### src/rtl/bcd_tick_counter.sv
// bcd_tick_counter: 4-digit BCD up/down counter advanced by a clock prescaler.
// Produces the packed BCD value for the display stage with update/wrap strobes.
module bcd_tick_counter #(
   parameter int unsigned TICK_DIV = 100000000,
   parameter int unsigned DIV_W    = 27
) (
   input  logic        clk,
   input  logic        rst,
   input  logic        en,
   input  logic        up_dn,
   input  logic        clear,
   input  logic        load,
   input  logic [15:0] load_val,
   output logic [15:0] bcd,
   output logic        update,
   output logic        wrap
);

   localparam logic [DIV_W-1:0] PRESC_LAST = DIV_W'(TICK_DIV - 1);

   logic [DIV_W-1:0] presc_q, presc_d;
   logic [15:0]      bcd_q, bcd_d;
   logic             update_q, update_d;
   logic             wrap_q, wrap_d;

   logic [15:0]      step_val;
   logic             step_wrap;
   logic [15:0]      sat_val;
   logic             step_edge;

   assign step_edge = en && (presc_q == PRESC_LAST);

   // Per-digit carry/borrow chain; a carry/borrow out of the top digit is a wrap.
   always_comb begin
      logic       c;
      logic [3:0] d;
      step_val = bcd_q;
      c        = 1'b1;
      d        = 4'd0;
      for (int i = 0; i < 4; i++) begin
         d = bcd_q[4*i +: 4];
         if (c) begin
            if (up_dn) begin
               if (d >= 4'd9) begin
                  d = 4'd0;
                  c = 1'b1;
               end else begin
                  d = d + 4'd1;
                  c = 1'b0;
               end
            end else begin
               if (d == 4'd0) begin
                  d = 4'd9;
                  c = 1'b1;
               end else begin
                  d = d - 4'd1;
                  c = 1'b0;
               end
            end
         end
         step_val[4*i +: 4] = d;
      end
      step_wrap = c;
   end

   // Load value with each nibble saturated to 9 so the output stays valid BCD.
   always_comb begin
      sat_val = 16'h0000;
      for (int i = 0; i < 4; i++) begin
         sat_val[4*i +: 4] = (load_val[4*i +: 4] > 4'd9) ? 4'd9 : load_val[4*i +: 4];
      end
   end

   // Next-state selection: clear > load > step > hold.
   always_comb begin
      presc_d  = presc_q;
      bcd_d    = bcd_q;
      update_d = 1'b0;
      wrap_d   = 1'b0;
      if (clear) begin
         presc_d  = '0;
         bcd_d    = 16'h0000;
         update_d = (bcd_q != 16'h0000);
      end else if (load) begin
         presc_d  = '0;
         bcd_d    = sat_val;
         update_d = 1'b1;
      end else if (step_edge) begin
         presc_d  = '0;
         bcd_d    = step_val;
         update_d = 1'b1;
         wrap_d   = step_wrap;
      end else if (en) begin
         presc_d  = presc_q + 1'b1;
      end
   end

   // State registers with asynchronous active-high reset.
   always_ff @(posedge clk or posedge rst) begin
      if (rst) begin
         presc_q  <= '0;
         bcd_q    <= 16'h0000;
         update_q <= 1'b0;
         wrap_q   <= 1'b0;
      end else begin
         presc_q  <= presc_d;
         bcd_q    <= bcd_d;
         update_q <= update_d;
         wrap_q   <= wrap_d;
      end
   end

   assign bcd    = bcd_q;
   assign update = update_q;
   assign wrap   = wrap_q;

endmodule

### config.mk
export PLATFORM = sky130hd
export DESIGN_NAME = bcd_tick_counter
export DESIGN_NICKNAME = d
export VERILOG_FILES = /design/src/rtl/bcd_tick_counter.sv
export SDC_FILE = /design/constraint.sdc
export NUM_CORES = 1
export LEC_CHECK = 0
export ABC_AREA = 1
export CAP_MARGIN = 30
export CELL_PAD_IN_SITES_DETAIL_PLACEMENT = 1
export CELL_PAD_IN_SITES_GLOBAL_PLACEMENT = 1
export CORE_ASPECT_RATIO = 0.5
export CORE_MARGIN = 3
export CORE_UTILIZATION = 44
export CTS_BUF_LIST = sky130_fd_sc_hd__clkbuf_16
export DETAILED_ROUTE_END_ITERATION = 16
export HOLD_SLACK_MARGIN = 0.12
export PLACE_DENSITY_LB_ADDON = 0.2
export SYNTH_ARGS = -nofsm -noshare
export SYNTH_HDL_FRONTEND = slang
export SYNTH_SLANG_ARGS = --single-unit
### constraint.sdc
create_clock -name clk -period 2.7 [get_ports clk]
set_input_delay 0.54 -clock clk [delete_from_list [all_inputs] [get_ports clk]]
set_output_delay 0.54 -clock clk [all_outputs]
set_load 0.005 [all_outputs]
==> run_results.csv, run 1 <==
group,metric,value,unit
place,gp_congestion,0.882,
timing,tns,0,ns
floorplan,io_pins,40,
worst_hold_path,hold_class,"input port to async pin",
logic_synthesis,syn_inst,593,
timing,post-route-period-util,79.6,%
logic_synthesis,synth_edf_count,0,
power,cellPowerDensity,430,nW/µm²
clock_network,cts.sinks,45,
setup_path,endpoint_kind,"register",
detailed_routing,wirelength,11400,µm
power,ir_worst_vdd,0.000246,V
logic_synthesis,synth_ff_type,"dfrtp_1",
setup_path,start_kind,"input port",
clock_network,cts.reportedPaths.clkPinSlew,0.06,ns
setup_path,crit_required,2.88,ns
timing,worstMarginPinSlew,0.491,ns
setup_path,reg2reg_depth,12,
final_layout,drive_above_1_share,8.06,%
clock_network,cts_setup_buffers,0,
floorplan,rows,23,
clock_network,clkLatencyLatePin,0.29,ns
run,maxCapViolCount,0,
timing,final.min_clock_period,2.15,ns
logic_synthesis,netlist_area,3750,µm²
timing,finalHoldViolations,0,
detailed_routing,wl_per_cell,15.3,µm
timing,slew_viol_final,0,
detailed_routing,vias,3966,
clock_network,cts_tree,"built",
clock_network,ctsHoldBuffers,0,
setup_path,r2r-start,"bcd[0]$_DFFE_PP0P_",
place,hpwlAfterDp,8970,µm
logic_synthesis,synth.avg_cell_area,6.33,µm²
setup_path,r2r_end,"bcd[9]$_DFFE_PP0P_",
grt,grt_max_degree,24,
timing,setup_violations,0,
timing,relSlewSlack,67.2,%
grt,grt_antenna_before_repair,0,
logic_synthesis,postSynth.asyncResetShare,100,%
logic_synthesis,synth_cell_types,33,
grt,grt_usage,24.7,%
detailed_routing,drtAntennaViolNets,0,
setup_path,cp.arrival,2.33,ns
final_layout,nNetsFinal,669,
power,p_leak,0.00205,µW
logic_synthesis,yosys_warnings,0,
detailed_routing,drc,0,
floorplan,die_x,137,µm
floorplan,core_region_area,8140,µm²
place,io_buffers,39,
final_layout,layout_common_cells,"nand2_1 (177), nor2_1 (82), inv_1 (69), nand3_1 (63), dfrtp_1 (45)",
clock_network,numCtsBuffers,5,
detailed_routing,firstDrtPassIters,4,
grt,grt_pass1_vias,4058,
outcome,outcome,"finished clean",
detailed_routing,vias_per_cell,5.32,
logic_synthesis,ys_seq_elements,45,
floorplan,die_area,9740,µm²
timing,clock.fmax,465,MHz
clock_network,h-tree-depth,2,
logic_synthesis,ys_seq_area_share,30.0,%
floorplan,start_util,46.1,%
timing,finClkSkew,0.00460,ns
final_layout,area_growth,17.7,%
grt,gr-total-overflow,0,
clock_network,ctsResizeCount,0,
final_layout,fillers,1105,
floorplan,die_y,71.3,µm
setup_path,cp_max_fo,9,
grt,grt_pass1_wl,19500,µm
detailed_routing,drtIter0Drc,207,
timing,rsz0062_at_grt,"no",
power,power,1900,µW
final_layout,diodes,0,
setup_path,worstSetupPathType,"input port to register",
clock_network,root_buffer,"clkbuf_16",
logic_synthesis,syn-num-nets,629,
setup_path,regToRegSetupSlack,0.74,ns
clock_network,cts.path.max_buffers,2,
final_layout,final_common_cell,"nand2_1",
## Yosys cell counts, drive strengths merged (6+ instances only)
master,count,area (µm²)
nand4,15,93.8
o21ai,32,160
buf,12,78.8
inv,76,290
nand3,67,355
nor3,14,96.4
ha,14,175
a21oi,17,85.1
xor2,6,52.6
nand2,189,744
nor2,91,389
dfrtp,45,1130
## cell type report
type                       instances  area [µm²]  share of cell area [%]
timing repair buffer              47         450                    10.2
sequential                        45        1130                    25.5
tap                              112         140                    3.17
clock buffer                       5         125                    2.83
multi-input combinational        457        2250                    50.8
clock inverter                     2        35.0                   0.793
inverter                          77         294                    6.66
## logic make-up (layout without fill, tap and decap cells)
| kind of cell | Yosys count | after routing | share of synthesized area [%] |
|---|---|---|---|
| DFF | 45 | 45 | 30.0 |
| buffers and inverters | 91 | 131 | 10.1 |
| xor gates and xnor gates | 11 | 11 | 2.57 |
| AOI/OAI and AO/OA | 53 | 53 | 7.30 |
| and+or+nand+nor | 379 | 379 | 45.3 |
| adders and majority gates | 14 | 14 | 4.67 |
## worst max-delay path, stage by stage
cell and delay, ns:
clkdlybuf4s50_1 0.65, clkinv_1 0.31, nand3_1 0.21, nand2_1 0.12
nand2_1 0.11, inv_1 0.07, nand3_2 0.12, nand2_2 0.09
nand2_1 0.07, nand2_1 0.05
## layer usage
layer / up-vias / global-route usage (%) / routed length [µm] / share of wire (%)
met2: 75 / 44.1 / 5570 / 49
met1: 1922 / 31.8 / 5250 / 46
met3: 12 / 3.58 / 484 / 4.2
li1: 1957 / - / - / -
met5: - / 0 / 0 / 0
met4: 0 / 6.03 / 129 / 1.1
## metrics by stage
stage	std cells	instance area (µm²)	setup slack [ns]	hold slack, ns	utilization [%]
floorplan	593	3750	1.10	0.496	-
global placement	738	4260	0.379	0.519	52.3
detailed placement	738	4260	0.318	0.550	52.3
CTS	745	4420	0.568	0.543	54.2
global route	745	4420	0.337	0.561	54.2
finish	745	4420	0.549	0.532	54.2
## flip-flops by register name (all words and copies together), names as in the netlist
name,count
bcd,16
update,1
presc_q,27
wrap,1
## power breakdown
group | switching, µW | total, µW | internal, µW
sequential | 48.5 | 750 | 701
combinational | 262 | 450 | 188
clock | 268 | 699 | 430
total | 579 | 1900 | 1320
## how the worst max path moves through the flow
stage          cells past startpoint                   to  start
2_1_floorplan                      1   bcd[0]$_DFFE_PP0P_    rst
3_3_place_gp                      10  bcd[11]$_DFFE_PP0P_  up_dn
3_5_place_dp                      10   bcd[9]$_DFFE_PP0P_  up_dn
4_1_cts                           10   bcd[9]$_DFFE_PP0P_  up_dn
5_1_grt                           10   bcd[9]$_DFFE_PP0P_  up_dn
6_report                          10   bcd[9]$_DFFE_PP0P_  up_dn
Note: power is estimated with default switching activity, not from simulation.
==> run 2: changes to the inputs <==
--- a/config.mk
+++ b/config.mk
@@ -11,7 +11,7 @@
 export CELL_PAD_IN_SITES_GLOBAL_PLACEMENT = 1
 export CORE_ASPECT_RATIO = 0.5
 export CORE_MARGIN = 3
-export CORE_UTILIZATION = 44
+export CORE_UTILIZATION = 40
 export CTS_BUF_LIST = sky130_fd_sc_hd__clkbuf_16
 export DETAILED_ROUTE_END_ITERATION = 16
 export HOLD_SLACK_MARGIN = 0.12
==> constraint.sdc (replaced) <==
create_clock -name clk -period 2 [get_ports clk]
set_input_delay 0.4 -clock clk [delete_from_list [all_inputs] [get_ports clk]]
set_output_delay 0.4 -clock clk [all_outputs]
set_load 0.005 [all_outputs]
==> run 2 against run 1 <==
Critical path depth grew 2. Setup slack got worse by 0.36 ns. Die area is 9.3% higher. Cell count up 2.3%. Highest routed layer unchanged.
==> run_results.csv, run 2 (synthesis gave the netlist of run 1 again) <==
group,metric,value,unit
outcome,outcome,"finished clean",
final_layout,multiInputGateArea,2250,µm²
timing,worstMarginPinSlew,0.472,ns
final_layout,largest_register,"presc_q",
timing,setup_slack,0.185,ns
setup_path,crit_chain,"inv_1, ha_2, inv_1, nor2_1, nand3_1, nand2_2, nand2_1, inv_1, nand3_2, nand2_2, nand2_1, nand2_1",
timing,final.min_clock_period,1.82,ns
detailed_routing,vias_per_cell,5.17,
setup_path,worstSetupPathType,"register to register",
detailed_routing,firstDrtPassIters,4,
place,hpwlAfterDp,8790,µm
final_layout,drive_above_1_share,10.4,%
timing,rsz0062_at_grt,"yes",
floorplan,die_area,10600,µm²
clock_network,clkLatencyLatePin,0.30,ns
detailed_routing,drtAntennaViolNets,0,
setup_path,cp.arrival,2.05,ns
setup_path,start_kind,"register",
setup_path,cp_top_family,"simple AND/OR/NAND/NOR gates",
clock_network,h-tree-depth,2,
timing,setup_violations,0,
grt,grt_pass1_wl,19600,µm
power,p_leak,0.00210,µW
clock_network,numCtsBuffers,5,
timing,tns,0,ns
floorplan,rows,24,
timing,clock.fmax,551,MHz
grt,gr-total-overflow,0,
detailed_routing,wl_per_cell,15.3,µm
detailed_routing,vias,3938,
grt,grt_usage,23.0,%
worst_hold_path,hold_class,"input port to async pin",
clock_network,ctsResizeCount,0,
setup_path,worst-path-buf-inv,3,
grt,grt_pass1_vias,4053,
timing,post-route-period-util,90.8,%
place,io_buffers,39,
place,gp_congestion,0.847,
final_layout,area_growth,20.8,%
clock_network,cts.reportedPaths.clkPinSlew,0.07,ns
clock_network,cts_tree,"built",
final_layout,fillers,1227,
floorplan,start_util,42.1,%
grt,grt_antenna_before_repair,0,
setup_path,cp_max_fo,6,
floorplan,io_pins,40,
final_layout,seq_area,1130,µm²
detailed_routing,drtIter0Drc,213,
power,ir_worst_vdd,0.000327,V
setup_path,slowest_delay,0.38,ns
final_layout,layout_common_cells,"nand2_1 (176), nor2_1 (81), inv_1 (68), nand3_1 (63), dfrtp_1 (44)",
floorplan,core_region_area,8920,µm²
grt,grt_max_degree,46,
timing,slew_viol_final,0,
power,power,2640,µW
place,dpl_worst_slack,-0.00747,ns
clock_network,cts.sinks,45,
floorplan,die_x,143,µm
clock_network,cts_setup_buffers,0,
clock_network,root_buffer,"clkbuf_16",
clock_network,cts.path.max_buffers,2,
final_layout,nNetsFinal,680,
timing,relSlewSlack,68.5,%
final_layout,largest_register_ffs,27,
setup_path,endpoint_kind,"register",
clock_network,ctsHoldBuffers,0,
run,maxCapViolCount,0,
detailed_routing,wirelength,11600,µm
timing,finClkSkew,0.00638,ns
power,cellPowerDensity,582,nW/µm²
setup_path,cp_slowest_cell,"dfrtp_1",
detailed_routing,drc,0,
final_layout,diodes,0,
final_layout,final_common_cell,"nand2_1",
floorplan,die_y,74.5,µm
setup_path,crit_required,2.24,ns
timing,finalHoldViolations,0,
==> run 2: cell types whose count changed in the layout (fill, tap and decap cells not counted), sizes merged <==
cell      change
clkinvlp      +1
buf          +11
==> run 2: layout make-up <==
| type | count | share of cell area (%) |
|---|---|---|
| flip-flops and latches | 45 | 24.9 |
| clock buffers | 5 | 2.76 |
| multi-input cells | 457 | 49.7 |
| repair buffers | 58 | 12.0 |
| clock inverters | 3 | 0.911 |
| well taps | 117 | 3.23 |
| inverters | 77 | 6.49 |
==> run 2: worst reg2reg max path, delay by kind of cell, from the launching register on <==
family	cells	cell delay, ns
adder cells (fa/ha/maj)	1	0.22
buffers and inverters	3	0.28
flip-flops	1	0.38
AND/OR/NAND/NOR	8	0.87
==> run 2: through the flow <==
step | cells | util, % | instance area [µm²] | hold WS, ns
2_1_floorplan | 593 | - | 3750 | 0.496
5_1_grt | 762 | 50.8 | 4530 | 0.519
6_report | 762 | 50.8 | 4530 | 0.460
4_1_cts | 762 | 50.7 | 4520 | 0.474
3_5_place_dp | 754 | 48.9 | 4360 | 0.524
3_3_place_gp | 754 | 48.9 | 4360 | 0.530
==> run 2: where the power goes <==
part	switching, µW	total [µW]	internal, µW
sequential	52.7	1000	947
combinational	372	653	281
clock	401	987	587
==> run 2: worst paths after layout <==
path / startpoint / slack, ns / cells past startpoint / endpoint
setup / recovery: bcd[0]$_DFFE_PP0P_ / 0.18 / 12 / bcd[9]$_DFFE_PP0P_
hold / removal: rst / 0.46 / 3 / bcd[10]$_DFFE_PP0P_
setup reg to reg: bcd[0]$_DFFE_PP0P_ / 0.18 / 12 / bcd[9]$_DFFE_PP0P_
hold reg to reg: presc_q[1]$_DFFE_PP0P_ / 0.54 / 2 / presc_q[1]$_DFFE_PP0P_
max in group asynchronous: rst / 1.29 / 3 / bcd[1]$_DFFE_PP0P_
min in group clk: presc_q[1]$_DFFE_PP0P_ / 0.54 / 2 / presc_q[1]$_DFFE_PP0P_
==> run 2: metal layers <==
| layer | GRT usage [%] | share of wire [%] | vias to the layer above |
|---|---|---|---|
| met4 | 5.58 | 1.3 | 0 |
| met5 | 0 | 0 | - |
| met2 | 40.4 | 47 | 61 |
| met3 | 3.47 | 3.2 | 15 |
| met1 | 30.3 | 48 | 1875 |
| li1 | - | - | 1987 |
==> run 3: changes to the inputs <==
--- a/config.mk
+++ b/config.mk
@@ -16,6 +16,7 @@
 export DETAILED_ROUTE_END_ITERATION = 16
 export HOLD_SLACK_MARGIN = 0.12
 export PLACE_DENSITY_LB_ADDON = 0.2
+export SLEW_MARGIN = 20
 export SYNTH_ARGS = -nofsm -noshare
 export SYNTH_HDL_FRONTEND = slang
 export SYNTH_SLANG_ARGS = --single-unit
==> results of run 3 <==
The final DEF is identical to that of run 2; final timing and power are the same.
